### config.mk
export PLATFORM = sky130hd
export DESIGN_NAME = cache_bank_mp_flat
export DESIGN_NICKNAME = d
export VERILOG_FILES = /design/src/rtl/cache_bank_mp_if.sv /design/src/rtl/cache_bank_mp.sv /design/src/flat_wrapper.sv
export SDC_FILE = /design/constraint.sdc
export NUM_CORES = 2
export LEC_CHECK = 0
export CAP_MARGIN = 10
export CORE_UTILIZATION = 35
export CTS_CLUSTER_DIAMETER = 80
export CTS_CLUSTER_SIZE = 20
export DETAILED_ROUTE_END_ITERATION = 6
export PLACE_DENSITY = 0.52
export SLEW_MARGIN = 20
export SYNTH_ARGS = -nofsm -noshare
export SYNTH_HDL_FRONTEND = slang
export SYNTH_SLANG_ARGS = --single-unit
### constraint.sdc
create_clock -name clk -period 5.7 [get_ports clk]
set_input_delay 0.855 -clock clk [delete_from_list [all_inputs] [get_ports clk]]
set_output_delay 0.855 -clock clk [all_outputs]
set_load 0.005 [all_outputs]
### src/rtl/cache_bank_mp_if.sv
// Bus bundle for the multi-read-port cache data bank: one write port,
// NUM_RD packed read ports, the flush request and the busy indication.
interface cache_bank_mp_if #(
    parameter int DATA_WIDTH = 32,
    parameter int ADDR_WIDTH = 6,
    parameter int NUM_RD     = 4
);
    logic                         wr_en;
    logic [ADDR_WIDTH-1:0]        wr_addr;
    logic [DATA_WIDTH-1:0]        wr_data;
    logic [NUM_RD-1:0]            rd_en;
    logic [NUM_RD*ADDR_WIDTH-1:0] rd_addr;
    logic [NUM_RD*DATA_WIDTH-1:0] rd_data;
    logic [NUM_RD-1:0]            rd_valid;
    logic [NUM_RD-1:0]            rd_hit;
    logic                         flush_req;
    logic                         busy;

    // Requester side: cache controller and lookup units.
    modport master (
        output wr_en, wr_addr, wr_data, rd_en, rd_addr, flush_req,
        input  rd_data, rd_valid, rd_hit, busy
    );

    // Bank side.
    modport slave (
        input  wr_en, wr_addr, wr_data, rd_en, rd_addr, flush_req,
        output rd_data, rd_valid, rd_hit, busy
    );
endinterface

### src/rtl/cache_bank_mp.sv
// Multi-read-port cache data bank. The data array has no reset; a sweep
// engine zeroes one line per cycle after reset or flush while busy is high.
// Each read port has a 1-cycle registered read with write-first bypass.
module cache_bank_mp #(
    parameter int DATA_WIDTH = 32,
    parameter int ADDR_WIDTH = 6,
    parameter int NUM_RD     = 4
) (
    input  logic          clk,
    input  logic          reset,
    cache_bank_mp_if.slave bus
);
    localparam int DEPTH = 1 << ADDR_WIDTH;
    localparam logic [ADDR_WIDTH:0] LAST_LINE = (ADDR_WIDTH + 1)'(DEPTH - 1);

    typedef enum logic {INIT, IDLE} stateType;

    stateType              state;
    logic [ADDR_WIDTH:0]   cnt;
    logic [DEPTH-1:0]      validBits;
    logic                  flushDelay;
    logic                  busyReg;

    logic [DATA_WIDTH-1:0] mem [DEPTH];

    logic                  isIdle;
    logic                  wrAccept;
    logic                  memWe;
    logic [ADDR_WIDTH-1:0] memAddr;
    logic [DATA_WIDTH-1:0] memData;

    assign isIdle   = (state == IDLE);
    assign wrAccept = isIdle && bus.wr_en && !bus.flush_req;
    assign bus.busy = busyReg;

    // Single array write port: sweep zeroes during INIT, otherwise accepted writes.
    always_comb begin
        memWe   = 1'b0;
        memAddr = bus.wr_addr;
        memData = bus.wr_data;
        if (!isIdle) begin
            memWe   = !reset;
            memAddr = cnt[ADDR_WIDTH-1:0];
            memData = '0;
        end else if (wrAccept) begin
            memWe = 1'b1;
        end
    end

    // Control FSM: sweep counter, valid bits and busy.
    // A flush spends one extra cycle before counting so its sweep is DEPTH+1
    // cycles long; the flush edge itself still serves reads from old contents.
    always_ff @(posedge clk) begin
        if (reset) begin
            state      <= INIT;
            cnt        <= '0;
            validBits  <= '0;
            busyReg    <= 1'b1;
            flushDelay <= 1'b0;
        end else begin
            case (state)
                INIT: begin
                    if (flushDelay) begin
                        flushDelay <= 1'b0;
                    end else begin
                        cnt <= cnt + 1'b1;
                        if (cnt == LAST_LINE) begin
                            state   <= IDLE;
                            busyReg <= 1'b0;
                        end
                    end
                end
                IDLE: begin
                    if (bus.flush_req) begin
                        state      <= INIT;
                        cnt        <= '0;
                        validBits  <= '0;
                        busyReg    <= 1'b1;
                        flushDelay <= 1'b1;
                    end else if (bus.wr_en) begin
                        validBits[bus.wr_addr] <= 1'b1;
                    end
                end
                default: state <= INIT;
            endcase
        end
    end

    // Data array write, no reset so it can map to SRAM.
    always_ff @(posedge clk) begin
        if (memWe) begin
            mem[memAddr] <= memData;
        end
    end

    genvar gi;
    generate
        for (gi = 0; gi < NUM_RD; gi++) begin : gRead
            logic [ADDR_WIDTH-1:0] addr;
            logic                  bypass;
            logic [DATA_WIDTH-1:0] dataReg;
            logic                  validReg;
            logic                  hitReg;

            assign addr   = bus.rd_addr[gi*ADDR_WIDTH +: ADDR_WIDTH];
            assign bypass = wrAccept && (bus.wr_addr == addr);

            // Registered read with write-first forwarding; data/hit hold when idle.
            always_ff @(posedge clk) begin
                if (reset) begin
                    dataReg  <= '0;
                    validReg <= 1'b0;
                    hitReg   <= 1'b0;
                end else if (isIdle && bus.rd_en[gi]) begin
                    validReg <= 1'b1;
                    if (bypass) begin
                        dataReg <= bus.wr_data;
                        hitReg  <= 1'b1;
                    end else begin
                        dataReg <= mem[addr];
                        hitReg  <= validBits[addr];
                    end
                end else begin
                    validReg <= 1'b0;
                end
            end

            assign bus.rd_data[gi*DATA_WIDTH +: DATA_WIDTH] = dataReg;
            assign bus.rd_valid[gi] = validReg;
            assign bus.rd_hit[gi]   = hitReg;
        end
    endgenerate
endmodule
### src/flat_wrapper.sv
// flat-port wrapper written by rule: the top's interface ports become plain ports
module cache_bank_mp_flat 
#(
    parameter int DATA_WIDTH = 32,
    parameter int ADDR_WIDTH = 6,
    parameter int NUM_RD     = 4
)
  (clk, reset, bus_wr_en, bus_wr_addr, bus_wr_data, bus_rd_en, bus_rd_addr, bus_flush_req, bus_rd_data, bus_rd_valid, bus_rd_hit, bus_busy);
  cache_bank_mp_if #(.DATA_WIDTH(DATA_WIDTH), .ADDR_WIDTH(ADDR_WIDTH), .NUM_RD(NUM_RD)) bus_i ();
  input  logic clk;
  input  logic reset;
  input wire logic [$bits(bus_i.wr_en)-1:0] bus_wr_en;
  input wire logic [$bits(bus_i.wr_addr)-1:0] bus_wr_addr;
  input wire logic [$bits(bus_i.wr_data)-1:0] bus_wr_data;
  input wire logic [$bits(bus_i.rd_en)-1:0] bus_rd_en;
  input wire logic [$bits(bus_i.rd_addr)-1:0] bus_rd_addr;
  input wire logic [$bits(bus_i.flush_req)-1:0] bus_flush_req;
  output wire logic [$bits(bus_i.rd_data)-1:0] bus_rd_data;
  output wire logic [$bits(bus_i.rd_valid)-1:0] bus_rd_valid;
  output wire logic [$bits(bus_i.rd_hit)-1:0] bus_rd_hit;
  output wire logic [$bits(bus_i.busy)-1:0] bus_busy;
  assign bus_i.wr_en = bus_wr_en;
  assign bus_i.wr_addr = bus_wr_addr;
  assign bus_i.wr_data = bus_wr_data;
  assign bus_i.rd_en = bus_rd_en;
  assign bus_i.rd_addr = bus_rd_addr;
  assign bus_i.flush_req = bus_flush_req;
  assign bus_rd_data = bus_i.rd_data;
  assign bus_rd_valid = bus_i.rd_valid;
  assign bus_rd_hit = bus_i.rd_hit;
  assign bus_busy = bus_i.busy;
  cache_bank_mp #(.DATA_WIDTH(DATA_WIDTH), .ADDR_WIDTH(ADDR_WIDTH), .NUM_RD(NUM_RD)) u_core (.clk(clk), .reset(reset), .bus(bus_i));
endmodule
Word-level counts from Yosys, hierarchy flattened
Memory sizes are Yosys's and may differ from the RTL's. A register that Yosys moved wholly into a read port is not among the register bits.
Cells that the tools add are included.
{ "word_totals": {"n_memories": 1, "input_bits": 70, "output_inout_bits": 137, "ff_bits": 82, "ram_bits": 2048} }
{ "classes": {"n_reduce_logical": 17, "bitwise": 2, "muxes": 38, "order_cmp": 6, "n_eq_ne": 8, "n_addsub": 1} }
{ "mem_list": {"columns": ["name", "words", "width", "rd", "rd_clocked_by_memory_dff", "wr", "line_no", "rtl"], "rows": [
  ["u_core.mem", 64, 32, 4, 4, 1, "cache_bank_mp.sv:24", "logic [DATA_WIDTH-1:0] mem [DEPTH];"]
]} }
{ "ops": {"columns": ["cell", "count"], "rows": [
  ["two-way mux 64 bit", 2],
  ["OR 64 bit", 1],
  ["less-than comparator 6 x 7 -> 1 bit (second input constant)", 5],
  ["two-way mux 32 bit", 1],
  ["binary-select mux 1 bit (select 6 bit)", 4],
  ["== test 6 bit", 4],
  ["two-way mux 1 bit", 23],
  ["two-way mux 7 bit", 2],
  ["one-hot mux 7 bit (2 select lines)", 1],
  ["logical AND 1 bit", 11],
  ["adder 7 x 1 -> 7 bit (second input constant)", 1],
  ["== test 7 x 6 -> 1 bit (second input constant)", 1],
  ["demux 1 bit (select 6 bit)", 1],
  [">= comparator 6 x 1 -> 1 bit (second input constant)", 1],
  ["two-way mux 6 bit", 1],
  ["one-hot mux 1 bit (2 select lines)", 3],
  ["inequality test 2 bit (second input constant)", 2],
  ["AND reduction 2 bit", 2],
  ["AND reduction 3 bit", 1],
  ["logical NOT 1 bit", 2],
  ["inequality test 2 x 1 -> 1 bit (second input constant)", 1],
  ["nonzero test 2 bit", 1],
  ["inverter 1 bit", 1]
]} }

Longest topological paths before layout
{ "logic_depth": {"ltp_word": 7, "mapped_depth": 13, "ltp_nobuf": 6} }

Worst setup path before layout
OpenSTA, ideal clock, no wires.
{ "synth_timing": {"kind": "input port to flip-flop", "from": "input port bus_wr_addr[3]", "to": "memory u_core.mem[55][0], enable pin", "n_path_buf": 2, "setup_ns": 0.461, "path_stages": 5, "path_slack_ns": 1.318, "arrival_ns": 3.921, "cell_sequence": "clkbuf_1 -> mux2i_1 -> buf_2 -> nand4b_1 -> nor3_1"} }
{ "synth_between": {"elab_chain_len": 1} }
{ "synth_rtl": {"columns": ["element", "line_no", "rtl"], "rows": [
  ["start, declared", "flat_wrapper.sv:13", "input wire logic [$bits(bus_i.wr_addr)-1:0] bus_wr_addr;"],
  ["two-way mux 6 bit", "cache_bank_mp.sv:41", "if (!isIdle) begin"],
  ["end, declared", "cache_bank_mp.sv:24", null]
]} }
Every way passes these cells.

Final worst setup path
{ "layout_timing": {"from": "register u_core.state (netlist: u_core.isIdle)", "to": "memory u_core.mem[4][8], enable pin"} }
{ "layout_between": {"elab_chain_len": 6, "elab_cells_between_ends": 7, "classes_between": "5 x mux; 2 x reduce/logical"} }
{ "layout_rtl": {"columns": ["element", "line_no", "rtl"], "rows": [
  ["start, declared", "cache_bank_mp.sv:18", "stateType state;"],
  ["start signal, assigned", "cache_bank_mp.sv:55", "state <= INIT;"],
  ["start signal, assigned", "cache_bank_mp.sv:68", "state <= IDLE;"],
  ["start signal, assigned", "cache_bank_mp.sv:75", "state <= INIT;"],
  ["logical AND 1 bit (2 in series)", "cache_bank_mp.sv:33", "assign wrAccept = isIdle && bus.wr_en && !bus.flush_req;"],
  ["two-way mux 1 bit", "cache_bank_mp.sv:45", "end else if (wrAccept) begin"],
  ["two-way mux 1 bit", "cache_bank_mp.sv:41", null],
  ["two-way mux 1 bit", "cache_bank_mp.sv:91", "if (memWe) begin"],
  ["two-way mux 1 bit (implied by the code)", "cache_bank_mp.sv:92", "mem[memAddr] <= memData;"]
]} }
Parallel ways exist; a longest one is shown, timed or not.

==> flow_summary.rst <==
.. list-table::
   :header-rows: 1

   * - Metric
     - Value
   * - Layout cell share with drive strength beyond 1
     - 44.2%
   * - Post-route minimum period
     - 4.45 ns
   * - Leak
     - 48.4 nW
   * - Max Cap Violations
     - 0
   * - Critical path class
     - register to register
   * - Count of final max-slew check failures
     - 0
   * - Reg-to-reg endpoint
     - u_core.mem[4][8]
   * - Gpl congestion
     - 0.938
   * - Failing checks
     - DRC
   * - Crit path launch type
     - register
   * - Num ports
     - 207
   * - Post-Synthesis Cell Area
     - 137000 um2
   * - Met3 wire length
     - 82000 um
   * - Global-route wire length before repair
     - 838000 um
   * - CP endpoint kind
     - register
   * - Synth top area share
     - 44.8%
   * - Avg Inst Size Synth
     - 18.4 um2
   * - Vias in the first global route
     - 89700
   * - R2R Setup Slk
     - between 1 and 1.5 ns
   * - Maximum count of clock buffers along a single path
     - 4
   * - Biggest area contributors in the synthesized netlist
     - edfxtp_1 (45%), mux4_2 (40%), dfxtp_1 (3.1%)
   * - Async SR Flop Fraction
     - 0%
   * - Final cell area excluding filler cells
     - between 150000 and 200000 um2
   * - Cell type of the slowest stage on the worst timing path
     - mux2i_2
   * - Total routed wirelength
     - approximately 630000 um
   * - Cell count after placement
     - 12500
   * - Number of instances resized during post-cts repair
     - 0
   * - Cell taking the most area after synthesis
     - edfxtp_1
   * - Largest fanout on the critical path
     - 36
   * - Port Buf Inserts
     - 206
   * - Number of violations reported at the end of detailed-routing iteration 0
     - 16300
   * - Root buffer selected by CTS
     - clkbuf_16
   * - Combined global-route utilization of all metal layers
     - between 30% and 40%
   * - Crit share post-route
     - ~78%
   * - Worst-path clk slew
     - 0.08 ns
   * - Highest metal layer used by the detailed router
     - met5
   * - Pre-antenna DRT Iters
     - 7
   * - Peak clock frequency supported by timing
     - about 0.22 GHz
   * - Post-detailed-route count of antenna-violating nets
     - 0
   * - Gate family responsible for the most delay along the worst path
     - simple AND/OR/NAND/NOR gates
   * - Result of the run
     - finished, violations left
   * - Setup repair after global routing missed its margin
     - no
   * - Die width
     - 628 um
   * - Hold worst-path end
     - u_core.flushDelay
   * - Top_reg_cell synth
     - edfxtp_1
   * - Peak VDD IR
     - 0.216 mV
   * - Post-synthesis to final-layout area growth
     - 11.3%
   * - Finished Layout Cells
     - 12800
   * - Average routed wire per standard cell
     - 49.0 um
   * - Amount of wire on met2 after detailed routing
     - around 280000 um
   * - Cell Chain, Critical Path
     - mux2i_2, nand3_1, nor2_4, buf_12
   * - Initial antenna violation count
     - 53
   * - H-Tree Depth
     - 4
   * - Number of vias per cell after detailed routing
     - 7.29
   * - Setup Buffers After CTS
     - 0
   * - Largest stage delay, worst path
     - 0.98 ns
   * - Residual DRC
     - 1
   * - Share of synthesized area occupied by flip-flops and latches
     - 47.9%
   * - Floorplan Core Area
     - 390000 um2
   * - TritonCTS clock tree
     - yes
   * - Required time reported for the critical path endpoint
     - roughly 6.3 ns
   * - Measured slew at the worst slew-check pin
     - between 1 and 1.5 ns
   * - Number of cell rows
     - roughly 230
   * - Dpl cell area
     - 147000 um2
   * - Number of warnings issued by yosys
     - 0
   * - Worst reg2reg path startpoint
     - u_core.isIdle
   * - Die height
     - 628 um
   * - Data arrival time of the critical path
     - roughly 5 ns
   * - Wl on met1
     - 220000 um
   * - Utilization of the core after routing
     - 39.2%
   * - Buf/Inv on CP
     - 1
   * - Slew HR
     - 18.2%
   * - Count of different cell masters after synthesis
     - 72
   * - Depth of the worst register-to-register path
     - 4
   * - Clk Latency, worst-skew pair
     - 0.94 ns
   * - Final #Nets
     - about 7500
   * - Hold/Removal Path Class
     - input pin to register
   * - Total Power
     - 34.4 mW
   * - Cell count after synthesis
     - 7446
   * - Die Outline Area
     - 395000 um2
   * - Final setup violation count
     - 0
   * - Half-perimeter wire length after detailed placement
     - between 300000 and 400000 um
   * - Setup_tns
     - 0 ns
   * - Power per standard cell area
     - 225 nW/um2
   * - Synthesized flop and latch total
     - 2258
   * - Aggregate global routing overflow
     - 0
   * - Maximum number of pins on one net before global-route repair
     - 100
   * - Post-Syn Nets
     - 7517
   * - Number of enable flip-flop cells after synthesis
     - slightly above 2000
   * - Effective utilization at floorplan
     - roughly a third
   * - Number of instances on the worst hold path
     - 4
   * - Clock sink total
     - roughly 2300
   * - Post-route clock skew
     - about 0.047 ns
   * - Startpoint of the most critical hold path
     - reset
   * - Number of CTS-inserted buffers
     - 159
   * - Number of vias in the routed layout
     - 93400
   * - Number of hold buffers added after CTS
     - 0
   * - Final Hold Vio Count
     - 0
-- synth_stat cells, types with 14 or more instances --
master	n
nor2b_1	23
a22oi_1	111
o31ai_1	14
and4_1	104
o22a_1	64
a31oi_1	18
buf_4	86
buf_1	89
dfxtp_1	210
and2_1	46
clkbuf_1	308
mux2i_1	311
buf_2	247
nand3_1	21
buf_6	43
nor3_1	241
nor2_1	215
nor4_1	23
o22ai_1	55
a21oi_1	105
xnor2_1	28
nand2_1	246
mux4_2	2424
o21ai_0	121
nand2b_1	18
mux2_2	76
edfxtp_1	2048
and3_1	14
-- area by class of cell --
type                            instances  area, um2
Multi-Input combinational cell       4404      68400
Antenna cell                           23       57.6
Sequential cell                      2258      65700
Clock buffer                          186       4180
Tap cell                             5197       6500
Clock inverter                         89       1070
Fill cell                           34900     237000
Inverter                                9       36.3
Timing Repair Buffer                  643       6780
-- worst reg2reg max path, stage by stage (launching register included) --
cell and delay (ns):
dfxtp_4 0.88, mux2i_2 1.02, nand3_1 0.97, nor2_4 0.86
buf_12 0.29
-- report_power, final --
| part | leakage, nW | total (mW) | internal, mW | switching, mW |
|---|---|---|---|---|
| sequential | 22.7 | 17.8 | 17.8 | 0.0381 |
| clock | 2.55 | 12.7 | 6.05 | 6.68 |
| combinational | 23.1 | 3.87 | 1.45 | 2.42 |
| total | 48.4 | 34.4 | 25.3 | 9.14 |
-- per-layer routing --
metal  up-vias  track usage, %
met1     50500            39.5
met2      8143            46.5
met3      1581            10.1
li1      33200               -
met4        26            19.7
met5         -               0
-- sequential cells by signal, indices dropped and copies added (netlist names) --
name,flops
u_core.mem,2048
u_core.gRead.dataReg,128
u_core.validBits,64
u_core.cnt,7
u_core.gRead.hitReg,4
u_core.gRead.validReg,4
u_core.bus.busy,1
u_core.flushDelay,1
u_core.isIdle,1
-- through the flow --
step	worst slack, ns	hold WS, ns
final	1.25	0.315
after global routing	1.26	0.343
after detailed placement	0.788	0.457
after global placement	0.761	0.467
after CTS	1.43	0.274
after floorplan	1.32	0.465
-- cells by family after synthesis --
group	synth area share, %
XOR/XNOR	0.185
adder cells (fa/ha/maj)	0.00911
buffers and inverters	2.86
flip-flops	47.9
AND/OR/NAND/NOR	3.72
multiplexers	42.7
AO/OA/AOI/OAI	2.67
-- worst max path at each step --
stage | start | to | depth (start not counted)
finish | u_core.isIdle | u_core.mem[4][8] | 4
global route | u_core.isIdle | u_core.mem[4][8] | 4
CTS | u_core.isIdle | u_core.mem[4][8] | 4
detailed placement | bus_rd_addr[17] | u_core.gRead[2].dataReg[5] | 7
global placement | bus_rd_addr[17] | u_core.gRead[2].dataReg[22] | 7
floorplan | bus_wr_addr[3] | u_core.mem[55][0] | 5
-- placed cells by master (no fill, tap or decap), types with 69 or more instances in the layout --
cell and n:
mux2i_1 311, clkdlybuf4s50_1 185, o21ai_0 121, dfxtp_1 209, nand2_1 233, mux4_2 2424, a21oi_1 101, buf_12 110
mux2_2 76, nor2_1 145, and4_1 104, clkbuf_16 162, nor2_4 69, nor3_1 237, buf_4 330, a22oi_1 111
edfxtp_1 2048
(Power assumes the default switching activity.)
